<file path="config.mk">
export PLATFORM = sky130hd
export DESIGN_NAME = hsi_rx_buf
export DESIGN_NICKNAME = d
export VERILOG_FILES = /design/src/rtl/hsi_pkg.sv /design/src/rtl/hsi_gap_det.sv /design/src/rtl/hsi_rx_buf.sv
export SDC_FILE = /design/constraint.sdc
export NUM_CORES = 1
export LEC_CHECK = 0
export CAP_MARGIN = 25
export CORE_MARGIN = 2
export CORE_UTILIZATION = 45
export CTS_CLUSTER_DIAMETER = 200
export DETAILED_ROUTE_END_ITERATION = 12
export SYNTH_ARGS = -nofsm -noshare
export SYNTH_HDL_FRONTEND = slang
export SYNTH_SLANG_ARGS = --single-unit
</file>
<file path="constraint.sdc">
create_clock -name clk -period 4.4 [get_ports clk]
set_clock_uncertainty 0.1 [all_clocks]
set_input_delay 0.88 -clock clk [delete_from_list [all_inputs] [get_ports clk]]
set_output_delay 0.88 -clock clk [all_outputs]
set_load 0.05 [all_outputs]
</file>
<file path="src/rtl/hsi_pkg.sv">
// Shared HSI definitions: byte width, default receive-buffer geometry and the
// FIFO entry layout used by the receive buffer.
package hsi_pkg;

  localparam int unsigned HSI_BYTE_W           = 8;
  localparam int unsigned HSI_RXBUF_DEPTH_LOG2 = 4;
  localparam int unsigned HSI_GAP_CLKS         = 1024;

  // One stored receive entry: start-of-frame tag plus the byte itself.
  typedef struct packed {
    logic                  sof;
    logic [HSI_BYTE_W-1:0] data;
  } hsi_entry_t;

endpackage

</file>
<file path="src/rtl/hsi_gap_det.sv">
// Inter-byte idle-gap detector. Counts idle clocks since the last strobe,
// saturating at GAP_CLKS. A byte that arrives while the count is saturated
// starts a new frame.
//   clk, n_rst : clock, asynchronous active-low reset
//   d_rdy      : byte strobe from the receive path
//   sof_now    : the byte strobed this cycle (if any) is a start of frame
module hsi_gap_det
  import hsi_pkg::*;
#(
  parameter int unsigned GAP_CLKS = HSI_GAP_CLKS
) (
  input  logic clk,
  input  logic n_rst,
  input  logic d_rdy,
  output logic sof_now
);

  localparam int unsigned CW = $clog2(GAP_CLKS + 1);
  localparam logic [CW-1:0] GAP_MAX = CW'(GAP_CLKS);

  logic [CW-1:0] gap_cnt;

  // Reset to saturation so the first byte after reset is a frame start.
  always_ff @(posedge clk or negedge n_rst) begin
    if (!n_rst) begin
      gap_cnt <= GAP_MAX;
    end else if (d_rdy) begin
      gap_cnt <= '0;
    end else if (gap_cnt != GAP_MAX) begin
      gap_cnt <= gap_cnt + CW'(1);
    end
  end

  assign sof_now = (gap_cnt == GAP_MAX);

endmodule

</file>
<file path="src/rtl/hsi_rx_buf.sv">
// HSI master receive buffer: first-word-fall-through FIFO of {sof, byte}
// entries with a sticky overflow flag.
//   clk, n_rst     : clock, asynchronous active-low reset
//   d, d_rdy       : received byte and its one-clock valid strobe
//   rd_en          : pop the head entry (ignored when empty)
//   ovf_clr        : clear the sticky overflow flag
//   q, q_sof       : head byte and its start-of-frame tag, 0 when empty
//   empty, full    : FIFO occupancy flags
//   level          : number of stored entries
//   ovf            : sticky, a byte was dropped because the FIFO was full
module hsi_rx_buf
  import hsi_pkg::*;
#(
  parameter int unsigned DEPTH_LOG2 = HSI_RXBUF_DEPTH_LOG2,
  parameter int unsigned GAP_CLKS   = HSI_GAP_CLKS
) (
  input  logic                  clk,
  input  logic                  n_rst,
  input  logic [HSI_BYTE_W-1:0] d,
  input  logic                  d_rdy,
  input  logic                  rd_en,
  input  logic                  ovf_clr,
  output logic [HSI_BYTE_W-1:0] q,
  output logic                  q_sof,
  output logic                  empty,
  output logic                  full,
  output logic [DEPTH_LOG2:0]   level,
  output logic                  ovf
);

  localparam int unsigned PW    = DEPTH_LOG2;
  localparam int unsigned LW    = DEPTH_LOG2 + 1;
  localparam int unsigned DEPTH = 1 << DEPTH_LOG2;

  hsi_entry_t    mem [DEPTH];
  hsi_entry_t    head;
  logic [PW-1:0] wr_ptr;
  logic [PW-1:0] rd_ptr;
  logic [LW-1:0] cnt;
  logic          sof_now;
  logic          wr_go;
  logic          rd_go;
  logic          drop;

  hsi_gap_det #(
    .GAP_CLKS (GAP_CLKS)
  ) u_gap_det (
    .clk     (clk),
    .n_rst   (n_rst),
    .d_rdy   (d_rdy),
    .sof_now (sof_now)
  );

  assign empty = (cnt == '0);
  assign full  = (cnt == LW'(DEPTH));
  assign level = cnt;

  // A pop in the same cycle frees the slot, so a full FIFO still accepts.
  assign rd_go = rd_en && !empty;
  assign wr_go = d_rdy && (!full || rd_en);
  assign drop  = d_rdy && full && !rd_en;

  // Storage has no reset; validity is tracked by the pointers and count.
  always_ff @(posedge clk) begin
    if (wr_go) begin
      mem[wr_ptr] <= '{sof: sof_now, data: d};
    end
  end

  // Pointers and occupancy count.
  always_ff @(posedge clk or negedge n_rst) begin
    if (!n_rst) begin
      wr_ptr <= '0;
      rd_ptr <= '0;
      cnt    <= '0;
    end else begin
      if (wr_go) wr_ptr <= wr_ptr + PW'(1);
      if (rd_go) rd_ptr <= rd_ptr + PW'(1);
      case ({wr_go, rd_go})
        2'b10:   cnt <= cnt + LW'(1);
        2'b01:   cnt <= cnt - LW'(1);
        default: cnt <= cnt;
      endcase
    end
  end

  // Sticky overflow; a same-cycle drop beats the clear.
  always_ff @(posedge clk or negedge n_rst) begin
    if (!n_rst) begin
      ovf <= 1'b0;
    end else if (drop) begin
      ovf <= 1'b1;
    end else if (ovf_clr) begin
      ovf <= 1'b0;
    end
  end

  // Fall-through head, forced to zero when nothing is stored.
  assign head  = mem[rd_ptr];
  assign q     = empty ? '0 : head.data;
  assign q_sof = empty ? 1'b0 : head.sof;

endmodule

</file>
# Word level (Yosys, flattened, before mapping)
# Memories as Yosys holds them, arrays and structs flattened.
# Index checks and enable logic that the tools add are counted.
totals:
  output_inout_bits: 17
  memories: 1
  romBits: 0
  input_bits: 13
  latch_bits: 0
  ram_bits: 144
  ff_bits: 25
mem_list:
  columns: ["name", "depth", "width", "rd", "rd_ports_with_merged_regs", "write_ports", "line_no", "rtl"]
  rows:
  - ["mem", 16, 9, 1, 0, 1, "hsi_rx_buf.sv:35", "hsi_entry_t mem [DEPTH];"]
op_classes:
  muxes: 9
  mul: 0
  n_div: 0
  magnitude_cmp: 0
  n_addsub: 5
  bitwise_logic: 0
  shifts: 0
  n_eq_ne: 5
  n_reduce_logical: 12
op_table:
  columns: ["op", "count"]
  rows:
  - ["2-to-1 mux 11 bit", 2]
  - ["adder 11 x 1 -> 11 bit, second input constant", 1]
  - ["== test 11 bit, second input constant", 1]
  - ["inequality test 11 bit, second input constant", 1]
  - ["one-hot mux 5 bit (2 select lines)", 1]
  - ["adder 4 x 1 -> 4 bit, second input constant", 2]
  - ["2-to-1 mux 8 bit", 1]
  - ["nonzero test 2 bit", 3]
  - ["adder 5 x 1 -> 5 bit, second input constant", 1]
  - ["== test 5 bit, second input constant", 1]
  - ["logical NOT 5 bit", 1]
  - ["2-to-1 mux 1 bit", 5]
  - ["subtractor 5 x 1 -> 5 bit, second input constant", 1]
  - ["logical AND 1 bit", 4]
  - ["logical NOT 1 bit", 3]
  - ["== test 2 x 1 -> 1 bit, second input constant", 1]
  - ["== test 2 bit, second input constant", 1]
  - ["logical OR 1 bit", 1]

# Logic depth before layout (Yosys ltp)
# Gate-level depths: netlist of run 1.
depth:
  depth_word: 6
  mapped_depth: 13
  depth_no_buf: 10

# By module
# A second synthesis of run 1 with hierarchy kept.
unflattened:
  hier_cells: 401
  hier_area_um2: 7099.3
modules_own_cells:
  columns: ["module", "area_each_um2", "n_inst", "seq_area_each_um2", "cells_each"]
  rows:
  - ["hsi_rx_buf", 6493.7, 1, 4674.5, 340]
  - ["hsi_gap_det", 605.6, 1, 276.5, 61]

# Worst setup path after synthesis of run 1
# Ideal clock, no wire load.
synth_timing:
  path_type: "register to output"
  from: "register cnt[1] (netlist: level[1])"
  to: "output port q[0]"
  arrival_ns: 2.833
  path_stages_with_launch: 8
  slack_ns: 0.587
  n_path_buf: 3
  path_cell_list: "dfrtp_1 -> buf_6 -> or4_4 -> buf_6 -> nor2_1 -> or2_2 -> buf_2 -> o22ai_1"
synth_via:
  elab_chain_cells: 2
synth_lines:
  columns: ["item", "line_no", "rtl"]
  rows:
  - ["start: declaration", "hsi_rx_buf.sv:39", "logic [LW-1:0] cnt;"]
  - ["start signal: assignment", "hsi_rx_buf.sv:80", "2'b10: cnt <= cnt + LW'(1);"]
  - ["start signal: assignment", "hsi_rx_buf.sv:81", "2'b01: cnt <= cnt - LW'(1);"]
  - ["start signal: assignment", "hsi_rx_buf.sv:82", "default: cnt <= cnt;"]
  - ["logical NOT 5 bit", "hsi_rx_buf.sv:54", "assign empty = (cnt == '0);"]
  - ["named net empty", "hsi_rx_buf.sv:25", "output logic empty,"]
  - ["2-to-1 mux 8 bit", "hsi_rx_buf.sv:100", "assign q = empty ? '0 : head.data;"]
  - ["end: declaration", "hsi_rx_buf.sv:23", "output logic [HSI_BYTE_W-1:0] q,"]
# The timed path passes the listed nets, and every way through them passes these cells.

# Worst setup path after layout of run 1
layout_timing:
  from: "register cnt[1] (netlist: level[1])"
  to: "output port q[4]"
layout_via:
  elab_chain_cells: 2
layout_lines:
  columns: ["item", "line_no"]
  rows:
  - ["logical NOT 5 bit", "hsi_rx_buf.sv:54"]
  - ["2-to-1 mux 8 bit", "hsi_rx_buf.sv:100"]
# Every way passes these cells.

==> results of run 1 <==
[layer usage]
layer  vias up  track usage [%]  part of all wire, %
li1       1568                -                    -
met5         -                0                    0
met1      1776             22.4                   45
met2        92             28.8                   49
met3         9             4.78                  5.0
met4         0             5.95                  1.1
[final timing paths]
| path | to | start | cells past startpoint |
|---|---|---|---|
| worst max-delay path | q[4] | level[1] | 4 |
| worst min-delay path | ovf | ovf | 1 |
| worst max register to register | level[4] | level[1] | 10 |
| worst min register to register | ovf | ovf | 1 |
| max in group asynchronous | u_gap_det.gap_cnt[10] | n_rst | 2 |
| min in group asynchronous | u_gap_det.gap_cnt[6] | n_rst | 2 |
[state kept, by name (all words and copies together), names as in the netlist]
name and flops:
wr_ptr 4, mem 144, u_gap_det.gap_cnt 11, level 5, ovf 1, rd_ptr 4
[synthesized netlist by cell type, types with 2 or more instances]
master / count / area, um^2
a21oi_1: 3 / 15.0
and2_1: 16 / 100
and4_1: 2 / 17.5
buf_2: 6 / 30.0
buf_6: 2 / 22.5
clkbuf_1: 9 / 33.8
dfrtp_1: 24 / 601
edfxtp_1: 144 / 4320
ha_1: 11 / 138
inv_1: 8 / 30.0
mux2_2: 2 / 22.5
mux2i_1: 19 / 190
mux4_2: 36 / 811
nand2_1: 7 / 26.3
nand2b_1: 2 / 12.5
nand3_1: 2 / 10.0
nand4_1: 5 / 31.3
nor2_1: 13 / 48.8
nor3_1: 5 / 25.0
nor3b_1: 4 / 30.0
nor4_1: 3 / 18.8
nor4b_1: 2 / 17.5
o21ai_0: 5 / 25.0
o22ai_1: 9 / 56.3
xnor2_1: 11 / 96.3
xor2_1: 9 / 78.8
[layout make-up]
class,count,area (um^2)
fillers,1210,7100
flip-flops and latches,169,4950
multi-input cells,182,1910
clock buffers,18,429
repair buffers,35,348
well taps,188,235
clock inverters,14,195
inverters,9,33.8
[kinds of logic (layout without fill, tap and decap cells)]
| logic type | count (synthesis) | count (layout) | synth area share, % |
|---|---|---|---|
| and+or+nand+nor | 69 | 69 | 5.79 |
| adders and majority gates | 11 | 11 | 1.97 |
| DFF | 169 | 169 | 70.9 |
| xor gates and xnor gates | 20 | 20 | 2.51 |
| buffers and inverters | 27 | 76 | 1.77 |
| muxes | 57 | 57 | 14.7 |
| AOI/OAI and AO/OA | 25 | 25 | 2.42 |
[critical path: stages, from the launching register on]
cell             delay [ns]
dfrtp_1                0.48
or4_4                  0.62
o21ai_1                0.58
o22ai_1                0.24
clkdlybuf4s50_1        0.77
[where the power goes]
group	internal [uW]	switching, uW	total, uW
Clock	955	612	1570
Combinational	790	1080	1870
Sequential	1940	152	2090
Total	3680	1850	5530
[metrics by stage]
stage / util (%) / cells / power, uW
floorplan: - / 378 / 3450
global placement: 49.2 / 583 / 4010
detailed placement: 49.2 / 583 / 4020
CTS: 53.3 / 615 / 5590
global route: 53.3 / 615 / 5790
finish: 53.3 / 615 / 5530
==> results by group, run 1 <==
Logic synthesis
  • Main synth FF type: edfxtp_1
  • EDFF count, synth: 144
  • Yosys reg bits: 169
  • Syn avg cell area: 18.5 um^2
  • Post-Syn Area: 0.00698 mm^2
  • Synth Warn #: 0
  • Netlist cell types: 45
  • Syn Inst Count: 378
  • FFs w/ async S/R, synth: 14.8%
  • Register area share after synthesis: 70.9%
  • Post-Syn Nets: 402

Placement
  • Gpl congestion: 0.804
  • DP Area: 0.00748 mm^2
  • Number of port buffers: 29
  • Hpwl dp: 8.21 mm
  • Setup WS pre-CTS: 0.528 ns

STA
  • Final worst path period share: 93.0%
  • Least-Margin Pin Slew: 0.702 ns
  • Final hold slack: 0.395 ns
  • Unrepaired setup endpoints after global routing: false
  • Final min period: 4.09 ns
  • Final worst slack: 0.307 ns
  • Worst slew margin: 52.9%
  • Fmax: 0.244 GHz
  • Final setup viols: 0
  • Max Slew Vio Count: 0
  • Hold Vio Cnt, Final: 0
  • Fin Setup TNS: 0 ns

Clocking
  • # clock sinks: 169
  • CTS tree: built
  • Clock Root Buffer: clkbuf_16
  • CTS resizes: 0
  • Maximum clock path buffer count: 2
  • Cts bufs inserted: 17
  • CTS Hold Bufs: 0
  • CTS clk-pin slew, worst paths: 0.06 ns
  • Max H-tree Level: 4
  • Post-CTS Setup Repair Bufs: 0
  • Clk_lat worst skew: 0.42 ns

Worst setup path
  • Setup crit end kind: output pin
  • Reg-to-reg slack, setup: 1.01 ns
  • CP Launch Type: flip-flop
  • Kind of critical path: flip-flop to output pin
  • Crit path max fanout: 9
  • WP data required: 3.42 ns
  • WP data arrival: 3.11 ns

Power
  • P_leak: 0.00277 uW
  • VDD IR max: 477 uV
  • Power Dens Cells: 682 mW/mm^2

Floorplanning
  • Io pins: 30
  • Chip width: 129 um
  • Core ar.: 0.0152 mm^2
  • Placement row count: 45
  • Initial core utilization: 45.9%
  • Die Ht: 129 um
  • Die area: 0.0165 mm^2

Detailed routing
  • Avg WL per Cell: 21.3 um
  • DRT iter0 DRCs: 317
  • TritonRoute pass-1 iters: 5
  • Routed WL: 13.1 mm
  • Routed via count: 3445
  • ANT nets after route: 0
  • Vias per cell: 5.60
  • Drc violations: 0

Layout
  • N_diodes: 0
  • Layout cells sized above 1: 19.2%
  • Commonest non-fill, non-tap cell in the layout: edfxtp_1
  • Fin nets: 438
  • Final Cell Area: 0.00810 mm^2
  • Most frequent cells in the layout: edfxtp_1, mux4_2, clkdlybuf4s50_1
  • Layout area overhead: 16.0%

Global route
  • Total routing usage reported by global routing: 17.4%
  • Vias in the first global route: 3616
  • Initial antenna violation count: 0
  • First-pass GRT wire length: 20.5 mm
  • Global route overflow: 0
  • Pin count of the biggest net entering global routing: 33

Status
  • Outcome: completed

Flow run
  • Max_cap viols: 0

Worst hold path
  • Worst hold path type: flip-flop to flip-flop
Note: power is estimated with default switching activity, not from simulation.
==> inputs of run 2 (changes only) <==
--- a/config.mk
+++ b/config.mk
@@ -7,4 +7,5 @@
 export LEC_CHECK = 0
 export CAP_MARGIN = 25
+export CORE_ASPECT_RATIO = 1.1
 export CORE_MARGIN = 2
 export CORE_UTILIZATION = 45
==> constraint.sdc (replaced) <==
create_clock -name clk -period 4.4 [get_ports clk]
set_clock_uncertainty 0.1 [all_clocks]
set_input_delay 0.88 -clock clk [delete_from_list [all_inputs] [get_ports clk]]
set_output_delay 0.88 -clock clk [all_outputs]
set_load 0.1 [all_outputs]
==> run 2 against run 1 <==
Via count grew 0.99%. Sequential cell count stayed put. Sequential power rose by 2%. Non-clock buffer count grew 3. Cell count up 1.5%. Count of clock-buffer cells in the layout increased by 2. Sequential share of layout area up 0.67 points. Global-route usage is 1.4 points higher. Power is 4.5% higher. Final area down 1.1%.
==> results by group, run 2 (synthesis gave the netlist of run 1 again) <==
Status
  • Outcome: completed

Worst setup path
  • Setup crit end kind: output pin
  • CP Launch Type: flip-flop
  • R2R cell count: 10 (unchanged)
  • WP data arrival: 2.64 ns (-0.47 ns)
  • Reg-to-reg slack, setup: 0.96 ns (-0.05 ns)
  • RR Endpoint: level[4]
  • Crit path max fanout: 18 (+9)
  • WP data required: 3.42 ns (about the same)
  • Kind of critical path: flip-flop to output pin
  • Critical R2R Launch: level[1]

STA
  • Worst slew margin: 30.8% (-22 points)
  • Fmax: 0.276 GHz (+13%)
  • Fin Setup TNS: 0 ns (unchanged)
  • Final setup viols: 0 (unchanged)
  • Unrepaired setup endpoints after global routing: false
  • Hold Vio Cnt, Final: 0 (unchanged)
  • Final worst path period share: 82.2% (-11 points)
  • Final min period: 3.62 ns (-0.475 ns)
  • Least-Margin Pin Slew: 1.04 ns (+0.336 ns)
  • Max Slew Vio Count: 0 (unchanged)

Layout
  • Layout Cells excl Fill: 624 (+1.5%)
  • N_diodes: 0 (unchanged)
  • Final Cell Area: 0.00802 mm^2 (-1.1%)
  • Multi-input gate area: 0.00191 mm^2 (+0.13%)
  • Biggest register: mem
  • Post-layout util: 53.0% (-0.27 points)
  • Fin nets: 441 (+0.68%)
  • Max reg flops: 144 (unchanged)
  • Number of fill cells: 1169 (-3.4%)
  • Most frequent cells in the layout: edfxtp_1, mux4_2, dfrtp_1
  • Seq. cell area: 0.00495 mm^2 (unchanged)
  • Commonest non-fill, non-tap cell in the layout: edfxtp_1
  • Layout area overhead: 14.8%
  • Layout cells sized above 1: 21.7% (+2.5 points)

Placement
  • Hpwl dp: 8.68 mm (+5.8%)
  • Number of port buffers: 29 (unchanged)
  • Post-Place Cells: 594 (+1.9%)
  • DP Area: 0.00747 mm^2 (about the same)
  • Gpl congestion: 0.817 (+1.5%)

Clocking
  • # clock sinks: 169 (unchanged)
  • CTS resizes: 0 (unchanged)
  • CTS clk-pin slew, worst paths: 0.06 ns (about the same)
  • Clock Root Buffer: clkbuf_16
  • Cts bufs inserted: 17 (unchanged)
  • CTS Hold Bufs: 0 (unchanged)
  • CTS tree: built
  • Maximum clock path buffer count: 2 (unchanged)
  • Max H-tree Level: 4 (unchanged)
  • Post-CTS Setup Repair Bufs: 0 (unchanged)
  • Clk_lat worst skew: 0.42 ns (about the same)

Global route
  • Total routing usage reported by global routing: 18.8% (+1.4 points)
  • Pin count of the biggest net entering global routing: 37 (+12%)
  • Initial antenna violation count: 0 (unchanged)
  • Global route overflow: 0 (unchanged)
  • Vias in the first global route: 3756 (+3.9%)
  • First-pass GRT wire length: 22.0 mm (+7.5%)

Floorplanning
  • Chip width: 123 um (-4.5%)
  • Initial core utilization: 46.2% (+0.27 points)
  • Core ar.: 0.0151 mm^2 (-0.58%)
  • Placement row count: 47 (+4.4%)
  • Die Ht: 135 um (+4.7%)
  • Io pins: 30 (unchanged)
  • Die area: 0.0165 mm^2 (about the same)

Worst hold path
  • Worst hold path type: flip-flop to flip-flop
  • WHS Endpoint: ovf
  • Worst Hold Launch: ovf
  • Hold path cells: 1 (unchanged)

Power
  • Int Pwr: 3530 uW (-4.3%)
  • VDD IR max: 560 uV (+18%)
  • P_leak: 0.00276 uW (-0.37%)
  • Sw power: 2250 uW (+22%)
  • Clock share of power: 24.0% (-4.3 points)
  • Sw Share: 39.0% (+5.6 points)
  • Power Dens Cells: 721 mW/mm^2 (+5.7%)
  • Register share of total power: 37.0% (-0.8 points)
  • Logic gate share of total power: 39.0% (+5.1 points)

Detailed routing
  • DRT iter0 DRCs: 281 (-11%)
  • TritonRoute pass-1 iters: 4 (-1)
  • Vias per cell: 5.58 (-0.47%)
  • Avg WL per Cell: 22.4 um (+5.0%)
  • Routed via count: 3479 (+0.99%)
  • Drc violations: 0 (unchanged)
  • ANT nets after route: 0 (unchanged)
  • Routed WL: 14.0 mm (+6.6%)

Flow run
  • Max_cap viols: 0 (unchanged)
run 2: cell types whose count changed in the layout (fill, tap and decap cells not counted), moves of 2 or more:
cell,change
buf_4,+15
bufinv_16,-2
clkbuf_1,+2
clkdlybuf4s50_1,-11
clkinv_2,+3
inv_6,-2
run 2: metal layers:
metal | track usage (%) | wire, um | up-vias
met3 | 4.18 | 573 | 12
met2 | 30.0 | 7170 | 82
met5 | 0 | 0 | -
met1 | 25.8 | 6060 | 1810
met4 | 6.19 | 176 | 0
li1 | - | - | 1575
run 2: worst max-delay path by stage:
stage          startpoint  endpoint  slack (ns)
2_1_floorplan    level[2]      q[0]       -0.26
6_report        rd_ptr[0]      q[6]        0.78
3_5_place_dp        rd_en  level[4]        0.69
3_3_place_gp        rd_en  level[4]        0.83
4_1_cts         rd_ptr[0]      q[6]        0.70
5_1_grt         rd_ptr[0]      q[6]        0.64
run 2: power groups by stage:
stage / Sequential, uW / Clock [uW] / Combinational (uW)
6_report: 2140 / 1390 / 2260
5_1_grt: 2170 / 1470 / 2390
4_1_cts: 2140 / 1420 / 2280
3_5_place_dp: 2170 / 0 / 2280
3_3_place_gp: 2160 / 0 / 2260
2_1_floorplan: 2210 / 0 / 1670
run 2: critical path, stage by stage (launching register included):
cell	delay, ns
dfrtp_2	0.74
buf_4	0.32
mux4_2	0.53
mux2i_1	0.20
o22ai_1	0.16
buf_4	0.26
run 2: layout make-up:
type / instances / area share (%)
repair buffers: 38 / 4.12
clock buffers: 20 / 5.45
clock inverters: 10 / 1.31
well taps: 196 / 3.06
inverters: 9 / 0.421
multi-input cells: 182 / 23.9
flip-flops and latches: 169 / 61.8
run 2: through the flow:
stage | hold WS, ns | setup slack, ns | power [uW]
after floorplan | 0.376 | -0.258 | 3880
after global placement | 0.382 | 0.830 | 4420
after detailed placement | 0.405 | 0.691 | 4450
after CTS | 0.421 | 0.704 | 5840
after global routing | 0.450 | 0.635 | 6030
final | 0.417 | 0.783 | 5780
